### config.mk
export PLATFORM = sky130hd
export DESIGN_NAME = pool_engine
export DESIGN_NICKNAME = d
export VERILOG_FILES = /design/src/rtl/pool_engine.sv
export SDC_FILE = /design/constraint.sdc
export NUM_CORES = 2
export LEC_CHECK = 0
export BUFFER_PORTS_ARGS = -buffer_cell sky130_fd_sc_hd__buf_2
export CAP_MARGIN = 15
export CORE_ASPECT_RATIO = 1.75
export CORE_UTILIZATION = 60
export CTS_CLUSTER_SIZE = 16
export DETAILED_ROUTE_END_ITERATION = 12
export GPL_TIMING_DRIVEN = 1
export PLACE_DENSITY = 0.76
export SLEW_MARGIN = 10
export SYNTH_ARGS = -nofsm -noshare
export SYNTH_HDL_FRONTEND = slang
export SYNTH_SLANG_ARGS = --single-unit
export TNS_END_PERCENT = 20
### constraint.sdc
create_clock -name clk -period 6.5 [get_ports clk]
set_clock_uncertainty 0.1 [all_clocks]
set_input_delay 0.325 -clock clk [delete_from_list [all_inputs] [get_ports clk]]
set_output_delay 0.325 -clock clk [all_outputs]
set_load 0.02 [all_outputs]
### src/rtl/pool_engine.sv
`default_nettype none
// +--------------------------------------------------------------------------+
// | pool_engine : streaming max/average pooling over square image windows.    |
// | Rev 1.0 : initial release                                                  |
// +--------------------------------------------------------------------------+
module pool_engine #(
  parameter int DATA_SZ = 16,
  parameter int ADDR_SZ = 16,
  parameter int MAX_WIN = 8
) (
  input  logic                      clk,
  input  logic                      reset,
  input  logic                      enable,
  input  logic                      mode,
  input  logic [DATA_SZ-1:0]        imgsNumber,
  input  logic [DATA_SZ-1:0]        imgSize,
  input  logic [DATA_SZ-1:0]        windowSize,
  input  logic [ADDR_SZ-1:0]        imgsAddress,
  input  logic [ADDR_SZ-1:0]        outAddress,
  output logic                      rdEnable,
  output logic [ADDR_SZ-1:0]        rdAddr,
  input  logic signed [DATA_SZ-1:0] rdData,
  input  logic                      rdValid,
  output logic                      writeEnable,
  output logic [ADDR_SZ-1:0]        writeAddr,
  output logic signed [DATA_SZ-1:0] writeOut,
  output logic                      done,
  output logic                      error
);

  localparam int c_ACC_SZ = DATA_SZ + 6;
  localparam int c_EXT_SZ = DATA_SZ + 2;

  localparam logic [2:0] c_IDLE  = 3'd0;
  localparam logic [2:0] c_REQ   = 3'd1;
  localparam logic [2:0] c_WAIT  = 3'd2;
  localparam logic [2:0] c_WRITE = 3'd3;
  localparam logic [2:0] c_DONE  = 3'd4;

  localparam logic [DATA_SZ-1:0] c_ONE = DATA_SZ'(1);

  logic [2:0]                 r_state;
  logic                       r_mode;
  logic                       r_err;
  logic [DATA_SZ-1:0]         r_s;
  logic [DATA_SZ-1:0]         r_w;
  logic [DATA_SZ-1:0]         r_imgs;
  logic [2:0]                 r_shift;
  logic [ADDR_SZ-1:0]         r_ss;
  logic [ADDR_SZ-1:0]         r_ws;
  logic [ADDR_SZ-1:0]         r_chan_base;
  logic [ADDR_SZ-1:0]         r_row_start;
  logic [ADDR_SZ-1:0]         r_win_base;
  logic [ADDR_SZ-1:0]         r_rd_addr;
  logic [ADDR_SZ-1:0]         r_wr_addr;
  logic [DATA_SZ-1:0]         r_c;
  logic [DATA_SZ-1:0]         r_row0;
  logic [DATA_SZ-1:0]         r_col0;
  logic [DATA_SZ-1:0]         r_i;
  logic [DATA_SZ-1:0]         r_j;
  logic signed [c_ACC_SZ-1:0] r_acc;

  logic                       w_pow2;
  logic                       w_bad;
  logic [1:0]                 w_log2;
  logic                       w_first;
  logic                       w_last_i;
  logic                       w_last_j;
  logic                       w_more_col;
  logic                       w_more_row;
  logic                       w_last_c;
  logic signed [c_ACC_SZ-1:0] w_data_ext;
  logic [ADDR_SZ-1:0]         w_next_row_addr;

  assign w_pow2 = (windowSize & (windowSize - c_ONE)) == '0;
  assign w_bad  = (windowSize == '0) || (windowSize > imgSize) || (imgsNumber == '0) ||
                  (windowSize > DATA_SZ'(MAX_WIN)) || (mode && !w_pow2);

  always_comb begin
    w_log2 = 2'd0;
    case (windowSize)
      DATA_SZ'(2): w_log2 = 2'd1;
      DATA_SZ'(4): w_log2 = 2'd2;
      DATA_SZ'(8): w_log2 = 2'd3;
      default:     w_log2 = 2'd0;
    endcase
  end

  assign w_first    = (r_i == '0) && (r_j == '0);
  assign w_last_i   = (r_i == r_w - c_ONE);
  assign w_last_j   = (r_j == r_w - c_ONE);
  assign w_last_c   = (r_c == r_imgs - c_ONE);
  assign w_data_ext = c_ACC_SZ'(rdData);

  // A further window fits only if it ends inside the image; leftover edge pixels are skipped.
  assign w_more_col = (c_EXT_SZ'(r_col0) + c_EXT_SZ'(r_w) + c_EXT_SZ'(r_w)) <= c_EXT_SZ'(r_s);
  assign w_more_row = (c_EXT_SZ'(r_row0) + c_EXT_SZ'(r_w) + c_EXT_SZ'(r_w)) <= c_EXT_SZ'(r_s);

  assign w_next_row_addr = r_rd_addr + ADDR_SZ'(r_s) - ADDR_SZ'(r_w) + ADDR_SZ'(1);

  assign rdEnable    = (r_state == c_REQ);
  assign rdAddr      = r_rd_addr;
  assign writeEnable = (r_state == c_WRITE);
  assign writeAddr   = r_wr_addr;
  assign writeOut    = r_mode ? DATA_SZ'(r_acc >>> r_shift) : DATA_SZ'(r_acc);
  assign done        = (r_state == c_DONE);
  assign error       = r_err;

  always_ff @(posedge clk or negedge reset) begin
    if (!reset) begin
      r_state     <= c_IDLE;
      r_mode      <= 1'b0;
      r_err       <= 1'b0;
      r_s         <= '0;
      r_w         <= '0;
      r_imgs      <= '0;
      r_shift     <= '0;
      r_ss        <= '0;
      r_ws        <= '0;
      r_chan_base <= '0;
      r_row_start <= '0;
      r_win_base  <= '0;
      r_rd_addr   <= '0;
      r_wr_addr   <= '0;
      r_c         <= '0;
      r_row0      <= '0;
      r_col0      <= '0;
      r_i         <= '0;
      r_j         <= '0;
      r_acc       <= '0;
    end else begin
      case (r_state)
        c_IDLE: begin
          if (enable) begin
            if (w_bad) begin
              r_err   <= 1'b1;
              r_state <= c_DONE;
            end else begin
              r_mode      <= mode;
              r_s         <= imgSize;
              r_w         <= windowSize;
              r_imgs      <= imgsNumber;
              r_shift     <= {w_log2, 1'b0};
              r_ss        <= ADDR_SZ'(imgSize) * ADDR_SZ'(imgSize);
              r_ws        <= ADDR_SZ'(windowSize) * ADDR_SZ'(imgSize);
              r_chan_base <= imgsAddress;
              r_row_start <= imgsAddress;
              r_win_base  <= imgsAddress;
              r_rd_addr   <= imgsAddress;
              r_wr_addr   <= outAddress;
              r_c         <= '0;
              r_row0      <= '0;
              r_col0      <= '0;
              r_i         <= '0;
              r_j         <= '0;
              r_acc       <= '0;
              r_state     <= c_REQ;
            end
          end
        end

        c_REQ: r_state <= c_WAIT;

        c_WAIT: begin
          if (rdValid) begin
            if (w_first)
              r_acc <= w_data_ext;
            else if (r_mode)
              r_acc <= r_acc + w_data_ext;
            else if (w_data_ext > r_acc)
              r_acc <= w_data_ext;

            if (w_last_j) begin
              r_j <= '0;
              if (w_last_i) begin
                r_i     <= '0;
                r_state <= c_WRITE;
              end else begin
                r_i       <= r_i + c_ONE;
                r_rd_addr <= w_next_row_addr;
                r_state   <= c_REQ;
              end
            end else begin
              r_j       <= r_j + c_ONE;
              r_rd_addr <= r_rd_addr + ADDR_SZ'(1);
              r_state   <= c_REQ;
            end
          end
        end

        c_WRITE: begin
          // Outputs are contiguous in c, r, k order, so a running pointer suffices.
          r_wr_addr <= r_wr_addr + ADDR_SZ'(1);
          if (w_more_col) begin
            r_col0     <= r_col0 + r_w;
            r_win_base <= r_win_base + ADDR_SZ'(r_w);
            r_rd_addr  <= r_win_base + ADDR_SZ'(r_w);
            r_state    <= c_REQ;
          end else if (w_more_row) begin
            r_col0      <= '0;
            r_row0      <= r_row0 + r_w;
            r_row_start <= r_row_start + r_ws;
            r_win_base  <= r_row_start + r_ws;
            r_rd_addr   <= r_row_start + r_ws;
            r_state     <= c_REQ;
          end else if (!w_last_c) begin
            r_c         <= r_c + c_ONE;
            r_col0      <= '0;
            r_row0      <= '0;
            r_chan_base <= r_chan_base + r_ss;
            r_row_start <= r_chan_base + r_ss;
            r_win_base  <= r_chan_base + r_ss;
            r_rd_addr   <= r_chan_base + r_ss;
            r_state     <= c_REQ;
          end else begin
            r_state <= c_DONE;
          end
        end

        c_DONE: begin
          if (!enable) begin
            r_err   <= 1'b0;
            r_state <= c_IDLE;
          end
        end

        default: r_state <= c_IDLE;
      endcase
    end
  end

endmodule
`default_nettype wire

# Word level (Yosys, flattened, before mapping)
# Index checks and enable logic that the tools add are counted.
# word_totals
regBits	269
output_inout_bits	52
inputBits	101
# op_classes
n_shift	1
n_eq_ne	23
reduce_logical	28
order_cmp	5
add_sub_neg	21
n_bitwise	2
multipliers	2
mux	61
# ops
op	n
two-way mux 16 bit	29
case mux 16 bit (2 select lines)	9
two-way mux 22 bit	6
adder 16 x 1 -> 16 bit (second input constant)	6
adder 16 bit	6
zero test 16 bit	5
== test 16 bit	3
case mux 16 bit (3 select lines)	1
subtractor 16 x 1 -> 16 bit (second input constant)	3
case mux 22 bit (2 select lines)	1
adder 17 x 16 -> 18 bit	2
less-or-equal comparator 18 x 16 -> 1 bit	2
adder 16 x 16 -> 17 bit	2
multiplier 16 x 16 -> 16 bit	2
two-way mux 3 bit	8
adder 22 x 16 -> 22 bit	1
> comparator 16 x 22 -> 1 bit	1
>>> shifter 22 x 3 -> 16 bit	1
inequality test 2 bit (second input constant)	9
bitwise AND 16 bit	1
== test 16 x 2 -> 1 bit (second input constant)	1
== test 16 x 3 -> 1 bit (second input constant)	1
== test 16 x 4 -> 1 bit (second input constant)	1
> comparator 16 bit	1
other kinds (23)	41

# Depth between registers and ports, before layout
# depth
depth_word	9
mapped_depth	26
depth_no_buf	24

# Least setup slack after synthesis
# Ideal clock, no wire load.
# synth_path
path_type	input -> register
startpoint	input port imgSize[3]
endpoint	register r_ss[15]
path_buffers	2
setup_ns	0.135
arrival_ns	5.242
path_stages	20
setup_slack_ns	1.023
path_cell_list	clkbuf_1 > clkbuf_1 > nand2_1 > fa_1 > inv_1 > fa_1 > ha_1 > fa_1 > inv_1 > fa_1 > inv_1 > fa_1 > ha_1 > a21oi_1 > nor2b_1 > o21a_1 > o31a_1 > o41ai_1 > xnor2_1 > o21ai_0
# synth_between
elab_chain_cells	7
elab_cells_between_ends	8
# synth_lines
item	line_no	text
start, declared	16	input logic [DATA_SZ-1:0] imgSize,
parallel branches: the longest is 7 deep, another holds multiplier 16 x 16 -> 16 bit	n/a	
end signal, assigned	144	r_ss <= ADDR_SZ'(imgSize) * ADDR_SZ'(imgSize);
end, declared	49	logic [ADDR_SZ-1:0] r_ss;
# Parallel ways; which one is timed is not known.
# A chain may end at the register's enable or synchronous reset.

# Final worst setup path
# layout_path
startpoint	register r_w[0]
endpoint	register r_c[7]
# layout_between
elab_chain_cells	5
elab_cells_between_ends	9
# layout_lines
item	line_no	text
start, declared	46	logic [DATA_SZ-1:0] r_w;
start signal, assigned	141	r_w <= windowSize;
adder 16 x 16 -> 17 bit (on tied branches)	97, 96	
adder 17 x 16 -> 18 bit (on tied branches)	97, 96	
less-or-equal comparator 18 x 16 -> 1 bit (on tied branches)	97, 96	
inequality test 2 bit (no line)	n/a	
AND reduction 6 bit (no line) *	n/a	
end signal, assigned	207	r_c <= r_c + c_ONE;
end, declared	56	logic [DATA_SZ-1:0] r_c;
# Mark *: on every way between the ends. The rest lies on a longest branch, timed or not.

==> results.json <==
{
  "fin_crit_sh": 0.846,
  "hp-class": "in -> reg",
  "powerDensity_nw_per_um2": 208,
  "io_buffers": 152,
  "avgViaCountPerCell": 6.30,
  "drt_pass1_iterations": 5,
  "crit_top_cell": "nor2_1",
  "synth_common_cells": "nand2_1 (415), inv_1 (390), ha_1 (322)",
  "cts_buffers": 29,
  "min_period_ps": 5500,
  "p_total_mw": 6.93,
  "cpPeakStageDelay_ps": 560,
  "swShare": 0.375,
  "tritoncts": "yes",
  "ys_seq_area_frac": 0.220,
  "ys_types": 90,
  "cp-end-kind": "flop",
  "fp.dieArea_um2": 51500,
  "place_hpwl_um": 77000,
  "yosys.area.top_type": "dfrtp_1",
  "drt-total-wl_um": 99900,
  "cp_data_arrival_time_ps": 5860,
  "fin_tns_setup_ps": 0,
  "vias": 28100,
  "ctsResizeCount": 0,
  "syn_nets": 4239,
  "cp.required_ps": 6850,
  "synth_cells": 3645,
  "p_int_mw": 4.33,
  "synthToLayoutAreaGrowth_pct": 10.1,
  "rr_startpoint": "r_w[0]",
  "yosys.cell_count.top_type": "nand2_1",
  "ios": 153,
  "grt_remaining_overflow": 0,
  "antenna_found_initial": 3,
  "setup_viol": 0,
  "wl_per_cell_um": 22.4,
  "cp-start-kind": "flop",
  "netlist_top_cells_area": "dfrtp_1 (22%), ha_1 (13%), fa_1 (11%)",
  "clockPowerShare": 0.285,
  "rows": 108,
  "start_util": 0.610,
  "p_sw_mw": 2.60,
  "synth_flop_cell": "dfrtp_1",
  "finalHoldViolCount": 0,
  "clock_sinks": 267,
  "clock-root-buffer": "clkbuf_16",
  "clk_pin_slew_ps": 70,
  "clk_path_buf_depth": 3,
  "ant_nets": 0,
  "fp.dieW_um": 172,
  "max_freq_mhz": 182,
  "h-tree-depth": 1,
  "drc": 0,
  "pwr-share-seq": 0.240,
  "leakage_nw": 16.3,
  "syn-cell-area_um2": 30300,
  "power_frac_comb": 0.475,
  "critPathBufInv": 1,
  "drv_slew": 0,
  "gp_congestion": 1.01,
  "path_delay_family": "compound AO/OA/AOI/OAI gates",
  "yosysWarnings": 0,
  "core_area_um2": 49700,
  "ir_drop_mv": 0.643,
  "maxSlewHeadroom": 0.257,
  "worst_pin_slew_ps": 1090,
  "synthArstFlopShare": 1.00,
  "grt_pass1_vias": 28900,
  "syn_avg_cell_area_um2": 8.32,
  "hold_start": "imgsAddress[11]",
  "grt_use_total": 0.396,
  "grt_pass1_wl_um": 155000,
  "nFillCells": 4275,
  "synth-seq-cells": 267,
  "max-cap-violations": 0,
  "crit_fanout": 19,
  "crit_slowest_cell": "a2111oi_0",
  "fp.dieH_um": 299,
  "rsz0062_at_grt": "no",
  "layout-drive-gt1-share": 0.0866,
  "fin_nets": 4380,
  "worstSkewPairLatency_ps": 600,
  "drtIter0Drc": 1724,
  "path_class": "reg -> reg",
  "outcome": "finished clean",
  "crit_chain": "ha_1 -> fa_1 -> a211oi_1 -> o21ai_0 -> a2111oi_0 -> nor3_1 -> and2_1 -> o21a_1 -> nor2_1 -> xnor2_1 -> ha_1 -> nand2_1 -> nor2_1 -> o221a_2 -> o21ai_0 -> and4_1 -> a211oi_1 -> o21bai_4 -> buf_4 -> nor4_1 -> xnor2_1 -> nor2_1",
  "yosysTopAreaCellShare": 0.220,
  "cp-startpoint": "r_w[0]",
  "synth_edf_count": 0,
  "grt_max_degree": 140
}
[metal layers]
layer  share of wire  vias to the layer above  global-route usage
li1                -                    12900                   -
met1            0.32                    13600               0.378
met5               0                        -                   0
met3           0.070                      507              0.0848
met4            0.11                        0               0.390
met2            0.49                     1213               0.686
[cells by family (layout without fill, tap and decap cells)]
| group | Yosys count | count (layout) | share of synthesized area |
|---|---|---|---|
| adders and majority gates | 493 | 493 | 0.246 |
| AOI/OAI and AO/OA | 834 | 834 | 0.179 |
| other | 0 | 2 | 0 |
| xor gates and xnor gates | 264 | 264 | 0.0762 |
| buffers and inverters | 544 | 708 | 0.0699 |
| DFF | 267 | 267 | 0.220 |
| muxes | 42 | 42 | 0.0178 |
| and+or+nand+nor | 1201 | 1201 | 0.191 |
[cell usage in the layout (no fill, tap or decap), types with 14 or more instances in the layout]
cell type      instances
nand2_1              415
inv_1                390
ha_1                 322
dfrtp_1              267
nor2_1               255
o21ai_0              235
a21oi_1              187
xnor2_1              176
fa_1                 171
buf_2                151
xor2_1                88
nor3_1                85
nand3_1               77
and2_1                59
dlygate4sd3_1         54
a21o_1                51
buf_4                 51
and3_1                47
nand4_1               45
nand2b_1              37
nor2b_1               37
o21a_1                37
a22o_1                31
or3_1                 30
nor4_1                30
a211oi_1              29
o31ai_1               29
clkbuf_16             29
o211ai_1              28
o21bai_1              22
or4_1                 21
mux2i_1               18
a31oi_1               17
mux2_2                16
a2111oi_0             15
o22ai_1               14
[cell type report]
type                       count  area [um2]  share of cell area
sequential                   267        6680               0.200
clock buffer                  35         788              0.0236
multi-input combinational   2834       21600               0.646
inverter                     395        1480              0.0444
clock inverter                19         313             0.00937
tap                          660         826              0.0247
timing repair buffer         259        1730              0.0519
antenna                        2        5.00            0.000150
[flip-flops by register name, summed over array words and instances (netlist names), 14 cells and up]
| register | count |
|---|---|
| r_acc | 22 |
| r_j | 16 |
| r_chan_base | 16 |
| r_col0 | 16 |
| r_imgs | 16 |
| r_win_base | 16 |
| r_row0 | 16 |
| r_w | 16 |
| r_row_start | 16 |
| r_i | 16 |
| r_ws | 16 |
| writeAddr | 16 |
| r_s | 16 |
| r_ss | 14 |
| rdAddr | 16 |
| r_c | 16 |
[worst register-to-register path: stages, from the launching register on]
cell and delay, ps:
dfrtp_1 430, ha_1 250, fa_1 430, a211oi_1 280, o21ai_0 200, a2111oi_0 560
nor3_1 140, and2_1 200, o21a_1 160, nor2_1 110, xnor2_1 80, ha_1 290
nand2_1 50, nor2_1 160, o221a_2 190, o21ai_0 120, and4_1 280, a211oi_1 360
o21bai_4 150, buf_4 250, nor4_1 350, xnor2_1 160, nor2_1 50
[power groups by stage]
| stage | logic (mW) | clock network, mW | registers, mW |
|---|---|---|---|
| after detailed placement | 3.27 | 0 | 1.70 |
| final | 3.29 | 1.97 | 1.67 |
| after global placement | 3.18 | 0 | 1.70 |
| after floorplan | 2.51 | 0 | 1.70 |
| after CTS | 3.32 | 1.98 | 1.67 |
| after global routing | 3.75 | 2.04 | 1.66 |
[final timing paths]
kind | to | slack, ps | cells past startpoint
setup / recovery | r_c[7] | 1000 | 22
hold / removal | r_win_base[11] | 20 | 3
setup reg to reg | r_c[7] | 1000 | 22
hold reg to reg | writeAddr[15] | 380 | 1
max in group asynchronous | r_ss[12] | 4830 | 3
min in group asynchronous | r_acc[21] | 170 | 2
[timing repair]
action	4_1_cts	5_1_grt
hold endpoints to repair	115	0
hold buffers	54	0
buffers inserted	0	0
[per-stage QoR]
stage | setup WS (ps) | instance area [um2] | hold slack, ps | utilization | instances
final | 999 | 33400 | 21.4 | 0.671 | 4471
after global routing | 555 | 33400 | 31.9 | 0.671 | 4471
after floorplan | 1020 | 30300 | -70.6 | - | 3645
after CTS | 1050 | 33400 | 0.973 | 0.671 | 4469
after global placement | 793 | 31700 | 187 | 0.638 | 4361
after detailed placement | 631 | 31700 | 190 | 0.638 | 4361
Note: power is estimated with default switching activity, not from simulation.
